===== src/rtl/fme_arbiter.sv =====
// Round-robin arbiter sharing one FastModExp engine between the encrypt and
// decrypt input paths; latches operands, issues start, and routes the result back.
module fme_arbiter #(
  parameter int WIDTH   = 32,
  parameter int TIMEOUT = 4096
) (
  input  logic             clk,
  input  logic             rst_n,
  input  logic             enc_req,
  input  logic [WIDTH-1:0] enc_data,
  input  logic             dec_req,
  input  logic [WIDTH-1:0] dec_data,
  input  logic [WIDTH-1:0] e_key,
  input  logic [WIDTH-1:0] d_key,
  input  logic [WIDTH-1:0] n_key,
  input  logic             fme_done,
  input  logic [WIDTH-1:0] fme_result,
  output logic             fme_start,
  output logic [WIDTH-1:0] fme_base,
  output logic [WIDTH-1:0] fme_exp,
  output logic [WIDTH-1:0] fme_mod,
  output logic             enc_ack,
  output logic             dec_ack,
  output logic             enc_valid,
  output logic             dec_valid,
  output logic             enc_err,
  output logic             dec_err,
  output logic [WIDTH-1:0] result,
  output logic             busy
);

  localparam int CW = $clog2(TIMEOUT);
  localparam logic [CW-1:0] CNT_LAST = CW'(TIMEOUT - 1);
  localparam logic [CW-1:0] CNT_MAX  = {CW{1'b1}};

  localparam logic [1:0] ST_IDLE  = 2'd0;
  localparam logic [1:0] ST_ISSUE = 2'd1;
  localparam logic [1:0] ST_WAIT  = 2'd2;

  localparam logic OWN_ENC = 1'b0;
  localparam logic OWN_DEC = 1'b1;

  logic [1:0]    state_r;
  logic [1:0]    state_nxt_s;
  logic [CW-1:0] cnt_r;
  logic          owner_r;
  logic          last_r;

  logic          grant_s;
  logic          grant_dec_s;
  logic          done_hit_s;
  logic          tmo_hit_s;

  // Next-state and event decode; decrypt wins a tie only when enc was granted last.
  always_comb begin
    state_nxt_s = state_r;
    grant_s     = 1'b0;
    grant_dec_s = 1'b0;
    done_hit_s  = 1'b0;
    tmo_hit_s   = 1'b0;
    case (state_r)
      ST_IDLE: begin
        if (enc_req || dec_req) begin
          grant_s     = 1'b1;
          grant_dec_s = dec_req && (!enc_req || (last_r == OWN_ENC));
          state_nxt_s = ST_ISSUE;
        end else begin
          state_nxt_s = ST_IDLE;
        end
      end
      ST_ISSUE: begin
        state_nxt_s = ST_WAIT;
      end
      ST_WAIT: begin
        if (fme_done) begin
          done_hit_s  = 1'b1;
          state_nxt_s = ST_IDLE;
        end else if (cnt_r == CNT_LAST) begin
          tmo_hit_s   = 1'b1;
          state_nxt_s = ST_IDLE;
        end else begin
          state_nxt_s = ST_WAIT;
        end
      end
      default: begin
        state_nxt_s = ST_IDLE;
      end
    endcase
  end

  // State, owner bookkeeping and saturating timeout counter.
  always_ff @(posedge clk or negedge rst_n) begin
    if (!rst_n) begin
      state_r <= ST_IDLE;
      cnt_r   <= {CW{1'b0}};
      owner_r <= OWN_ENC;
      last_r  <= OWN_ENC;
    end else begin
      state_r <= state_nxt_s;
      if (grant_s) begin
        owner_r <= grant_dec_s;
        last_r  <= grant_dec_s;
      end
      if (state_r == ST_ISSUE) begin
        cnt_r <= {CW{1'b0}};
      end else if ((state_r == ST_WAIT) && (cnt_r != CNT_MAX)) begin
        cnt_r <= cnt_r + {{(CW-1){1'b0}}, 1'b1};
      end
    end
  end

  // Operand latches: keys are sampled only at grant and held for the whole job.
  always_ff @(posedge clk or negedge rst_n) begin
    if (!rst_n) begin
      fme_base <= {WIDTH{1'b0}};
      fme_exp  <= {WIDTH{1'b0}};
      fme_mod  <= {WIDTH{1'b0}};
    end else if (grant_s) begin
      fme_base <= grant_dec_s ? dec_data : enc_data;
      fme_exp  <= grant_dec_s ? d_key : e_key;
      fme_mod  <= n_key;
    end
  end

  // Registered pulses, busy flag and result.
  always_ff @(posedge clk or negedge rst_n) begin
    if (!rst_n) begin
      fme_start <= 1'b0;
      enc_ack   <= 1'b0;
      dec_ack   <= 1'b0;
      enc_valid <= 1'b0;
      dec_valid <= 1'b0;
      enc_err   <= 1'b0;
      dec_err   <= 1'b0;
      busy      <= 1'b0;
      result    <= {WIDTH{1'b0}};
    end else begin
      fme_start <= grant_s;
      enc_ack   <= grant_s && !grant_dec_s;
      dec_ack   <= grant_s && grant_dec_s;
      enc_valid <= done_hit_s && (owner_r == OWN_ENC);
      dec_valid <= done_hit_s && (owner_r == OWN_DEC);
      enc_err   <= tmo_hit_s && (owner_r == OWN_ENC);
      dec_err   <= tmo_hit_s && (owner_r == OWN_DEC);
      if (grant_s) begin
        busy <= 1'b1;
      end else if (done_hit_s || tmo_hit_s) begin
        busy <= 1'b0;
      end
      if (done_hit_s) begin
        result <= fme_result;
      end
    end
  end

endmodule


===== config.mk =====
export PLATFORM = sky130hd
export DESIGN_NAME = fme_arbiter
export DESIGN_NICKNAME = d
export VERILOG_FILES = /design/src/rtl/fme_arbiter.sv
export SDC_FILE = /design/constraint.sdc
export NUM_CORES = 1
export LEC_CHECK = 0
export BUFFER_PORTS_ARGS = -buffer_cell sky130_fd_sc_hd__clkbuf_2
export CELL_PAD_IN_SITES_DETAIL_PLACEMENT = 0
export CELL_PAD_IN_SITES_GLOBAL_PLACEMENT = 1
export CORE_AREA = 2 2 160 162
export CTS_CLUSTER_DIAMETER = 60
export DETAILED_ROUTE_END_ITERATION = 12
export DIE_AREA = 0 0 162 164
export GPL_TIMING_DRIVEN = 0
export PLACE_DENSITY = 0.59
export REMOVE_ABC_BUFFERS = 1
export SLEW_MARGIN = 30
export SYNTH_ARGS = -nofsm -noshare
export SYNTH_HDL_FRONTEND = slang
export SYNTH_SLANG_ARGS = --single-unit

===== constraint.sdc =====
create_clock -name clk -period 1.83 [get_ports clk]
set_input_delay 0.549 -clock clk [delete_from_list [all_inputs] [get_ports clk]]
set_output_delay 0.549 -clock clk [all_outputs]
set_load 0.01 [all_outputs]

Word level (Yosys, flattened, before mapping)
Index checks and enable logic that the tools add are counted.

Logic and storage cells: 56. Input port bits: 197. Register bits after elaboration: 151. Output and inout port bits: 136.

Bitwise operators: 1. $add $sub $neg: 1. Equality and inequality tests: 4. Multiplexer cells: 19. Reduce and logical (&&, ||, !) cells: 16.

Operators with widths (count): two-way mux 32 bit (2); two-way mux 12 bit (2); adder 12 x 1 -> 12 bit (second input constant) (1); == test 12 bit (second input constant) (1); two-way mux 1 bit (12); inequality test 12 bit (second input constant) (1); logical AND 1 bit (8); case mux 2 bit (3 select lines) (1); two-way mux 2 bit (2); nonzero test 2 bit (2); logical OR 1 bit (3); == test 2 x 1 -> 1 bit (second input constant) (1); == test 2 bit (second input constant) (1); zero test 1 bit (2); zero test 2 bit (1); NOT 1 bit (1).

Logic depth before layout (Yosys ltp)
Depth in word-level cells: 7. Gate-level depth with buffers: 7. Gate-level depth less buffers: 5.

Worst setup path before layout
No wires, ideal clock.

Path kind: register to register. From: register state_r[0]. To: register cnt_r[9]. Clock period less this slack: 1648 ps. Required time: 1753 ps. Arrival: 1570 ps. Path buffers: 1. Setup time: 77 ps. Path slack: 182 ps. Stages on the path, launching flop included: 6. Path through: dfrtp_1 > nand2b_2 > or2_0 > clkbuf_2 > or4_1 > a21oi_1.

Word-level cells in the longest chain between the ends: 3. Elaborated cells on any way between the ends: 5. Those cells by class: eq/ne: 2; mux: 1; reduce/logical: 2.

RTL lines: from (decl) (RTL line 43) `logic [1:0] state_r;`; from (signal assigned) (RTL line 99) `state_r <= state_nxt_s;`; == test 2 bit (RTL line 106) `end else if ((state_r == ST_WAIT) && (cnt_r != CNT_MAX)) begin`; logical AND 1 bit (RTL line 106); nonzero test 2 bit (no line); to (signal assigned) (RTL line 95) `cnt_r <= {CW{1'b0}};`; to (signal assigned) (RTL line 105) `cnt_r <= {CW{1'b0}};`; to (signal assigned) (RTL line 107) `cnt_r <= cnt_r + {{(CW-1){1'b0}}, 1'b1};`; to (decl) (RTL line 45) `logic [CW-1:0] cnt_r;`.

Parallel ways exist; a longest one is shown, timed or not. A chain may end at the register's enable or synchronous reset.

Worst setup path in the final report
From: register state_r[0]. To: register fme_base[25].

Word-level cells in the longest chain between the ends: 3. Elaborated cells on any way between the ends: 4. Those cells by class: mux: 3; reduce/logical: 1.

RTL lines: zero test 2 bit (*) (RTL line 61) `case (state_r)`; two-way mux 1 bit (RTL line 61); two-way mux 32 bit (RTL line 119) `fme_base <= grant_dec_s ? dec_data : enc_data;`; to (signal assigned) (RTL line 115) `fme_base <= {WIDTH{1'b0}};`; to (signal assigned) (RTL line 119); to (decl) (RTL line 19) `output logic [WIDTH-1:0] fme_base,`.

Mark *: on every way between the ends. The rest lies on a longest branch, timed or not.

==> key figures <==
Synthesis
  – Synth Flop Type: dfrtp_1
  – Share of the synthesized area in the top cell type: 61.6%
  – Library cells used by synthesis: 33
  – Main area contributors after synthesis: dfrtp_1 (62%), a22o_1 (9.1%), a21o_1 (8.0%)
  – Yosys top cell by area: dfrtp_1
  – Syn_area_per_cell: 11.8 um^2
  – Asr flop ratio synth: 100%
  – Synthesized area: 0.00613 mm^2
  – EDFF count, synth: 0
  – Sequential-to-total area share from yosys stat: between 60% and 70%
  – Synth warn: 0
  – Cells after synthesis: between 500 and 600
  – Synth Register Bits: around 150

Floorplan
  – Die Y: between 150 and 200 um
  – Placeable Area: between 0.02 and 0.025 mm^2
  – Initial Util: between 20% and 30%
  – Total die area: between 0.02 and 0.03 mm^2
  – Die X: 162 um
  – # rows: slightly below 60
  – I/O pin count: 333

Global routing
  – Total global routing overflow: 0
  – Via count of the first global-routing pass: ~5200
  – First-pass GRT wire length: between 30 and 40 mm
  – Initial antenna violation count: 0
  – All-Layer GR Usage: around 15%
  – Largest net degree at the start of global routing: 67

Place
  – Area after DPL: 0.00841 mm^2
  – Buffers added on ports: 332
  – GP Congestion: about 0.74
  – Detailed Place HPWL: around 15 mm

Clock network
  – CTS max path bufs: 2
  – TritonCTS Sinks: between 150 and 200
  – CTS tree: yes
  – Clk slew on worst S/H paths: approximately 0.07 ns
  – H-tree Lvls: 4
  – Root buf cell: clkbuf_16
  – Inserted Clock Buffers: 17
  – Skew-Pair Late Insertion Delay: roughly 0.42 ns

Drt
  – Initial DRC count: ~210
  – Final ANT Viol Nets: 0
  – WL/cell: around 17 um
  – Drt drc: 0
  – Vias: between 5000 and 6000
  – Vias per cell: 4.36
  – Drt pass-1 iters: 4
  – Routed wire length: between 20 and 25 mm

Layout
  – Final nets: approximately 1100
  – N_diodes: 0
  – Share of layout cells above drive strength 1: just under 50%
  – Area grow syn2layout: 49.2%
  – Fin area: between 0.009 and 0.01 mm^2

Pwr
  – Pleak: 0.00503 uW
  – Power Dens Cells: around 1800 mW/mm^2
  – VDD IR max: between 700 and 800 uV

Flow run
  – Maxcap violations: 0

Critical path
  – CP peak stage delay: between 0.4 and 0.5 ns
  – Crit-path max FO: 17
  – Setup crit start kind: register
  – Critical path, cell by cell: nor2_4, buf_4, and3_4, nor2_4, clkbuf_16, buf_16, clkbuf_16, a21o_1
  – Crit end category: register
  – Crit-path slowest cell: dfrtp_2
  – Worst setup path class: register to register
  – WP data required: about 2.1 ns
  – Critical Path AT: just over 2 ns

STA
  – Final setup fails: 0
  – Post-route clock period utilization: 96.0%
  – Clock skew: between 0.01 and 0.015 ns
  – Relative slew margins: 67.2%
  – Fin. max-slew vios: 0
  – Setup TNS Final: 0 ns
  – Fmax: roughly 570 MHz
  – Slew @ Worst Pin: 0.487 ns
  – Final hold vios: 0
  – Final min period: 1.76 ns

Outcome
  – Outcome: finished, final reports clean

Hold path
  – Worst min-delay path category: input port to register
[metrics by stage]
stage | setup slack [ns] | power (uW) | hold WS, ns | cells | utilization [%]
3_3_place_gp | -22.20 | 9540 | 0.460 | 1146 | 32.5
3_5_place_dp | -0.300 | 13100 | 0.453 | 1158 | 33.9
6_report | 0.0728 | 16800 | 0.314 | 1202 | 36.8
5_1_grt | -0.000151 | 18000 | 0.300 | 1202 | 36.8
4_1_cts | -0.0188 | 16900 | 0.286 | 1197 | 36.5
2_1_floorplan | -8.40 | 9100 | 0.253 | 484 | -
[worst paths after layout]
check,start,to,slack (ns),cells after the start
setup reg to reg,state_r[0],fme_base[25],0.07,8
max in group asynchronous,rst_n,state_r[0],0.27,4
hold / removal,n_key[12],fme_mod[12],0.31,3
hold reg to reg,fme_mod[16],fme_mod[16],0.48,2
min in group asynchronous,rst_n,fme_exp[26],0.59,2
setup / recovery,state_r[0],fme_base[25],0.07,8
[cell usage after synthesis (2+ instances only)]
library cell	n
and3_1	4
nor4_1	3
a21o_1	65
inv_1	3
nor3_1	2
buf_1	12
a21oi_1	4
nor2_1	6
a211oi_1	2
mux2i_1	4
buf_2	9
nand2_1	110
or4_1	2
nand2b_1	3
clkbuf_1	12
o211ai_1	3
o31ai_1	3
mux2_2	32
nand4_1	3
nand3_1	3
a22o_1	64
nor2b_1	4
o21ai_0	5
dfrtp_1	151
[power by group]
part / switching [uW] / total (uW) / internal [uW]
Combinational: 3790 / 7520 / 3720
Clock: 1600 / 3530 / 1930
Sequential: 841 / 5750 / 4910
[final cells by class]
class	count	area, um^2
Fill cell	2567	15700
Sequential cell	151	3780
Multi-Input combinational cell	331	2260
Timing Repair Buffer	355	2100
Clock buffer	17	425
Tap cell	330	413
Clock inverter	15	154
Inverter	3	13.8
[metal layers]
metal	wire [um]	vias to the layer above	track usage, %	share of wire [%]
met4	466	0	5.55	2.3
met3	851	29	3.51	4.2
met1	8470	2544	18.2	41
met2	10700	142	25.9	52
met5	0	-	0	0
li1	-	2525	-	-
[worst max-delay path, delay by kind of cell (launching register included)]
family | cells | cell delay, ns
flops | 1 | 0.46
buf+inv | 4 | 0.62
simple gates | 3 | 0.40
compound gates | 1 | 0.18
[registers in the layout (all words and copies together), names as in the netlist, 2 cells and up]
name / count
cnt_r: 12
fme_base: 32
fme_exp: 32
fme_mod: 32
result: 32
state_r: 2
[timing repair]
item                                   4_1_cts  5_1_grt
resized for setup                            6        7
pin swaps                                    2        0
buffers inserted                             5        3
setup endpoints to repair                  103       40
cloned                                       1        2
hold buffers                                 1        0
endpoints found under the hold margin       17        0
[cells in the final DEF, fill, tap and decap left out, drive strengths merged]
master,count
clkbuf,351
dfrtp,151
nand2,110
a21o,65
a22o,64
mux2,32
buf,20
inv,13
nor2,6
o21ai,5
and3,5
a21oi,4
mux2i,4
nand2b,4
nor2b,4
clkinv,4
nand4,3
nor4,3
o31ai,3
o211ai,3
nand3,3
a211oi,2
or4,2
nor3,2
or2,1
and2,1
a21boi,1
or3,1
o311ai,1
o21a,1
ha,1
bufinv,1
dlygate4sd3,1
[cells by family after synthesis]
kind of cell / after synthesis / synth area share (%)
simple gates: 144 / 9.94
flops: 151 / 61.6
compound gates: 149 / 19.2
fa+ha+maj: 1 / 0.204
buf+inv: 37 / 2.47
mux: 36 / 6.53
No activity file was read; power rests on OpenSTA's default activity.
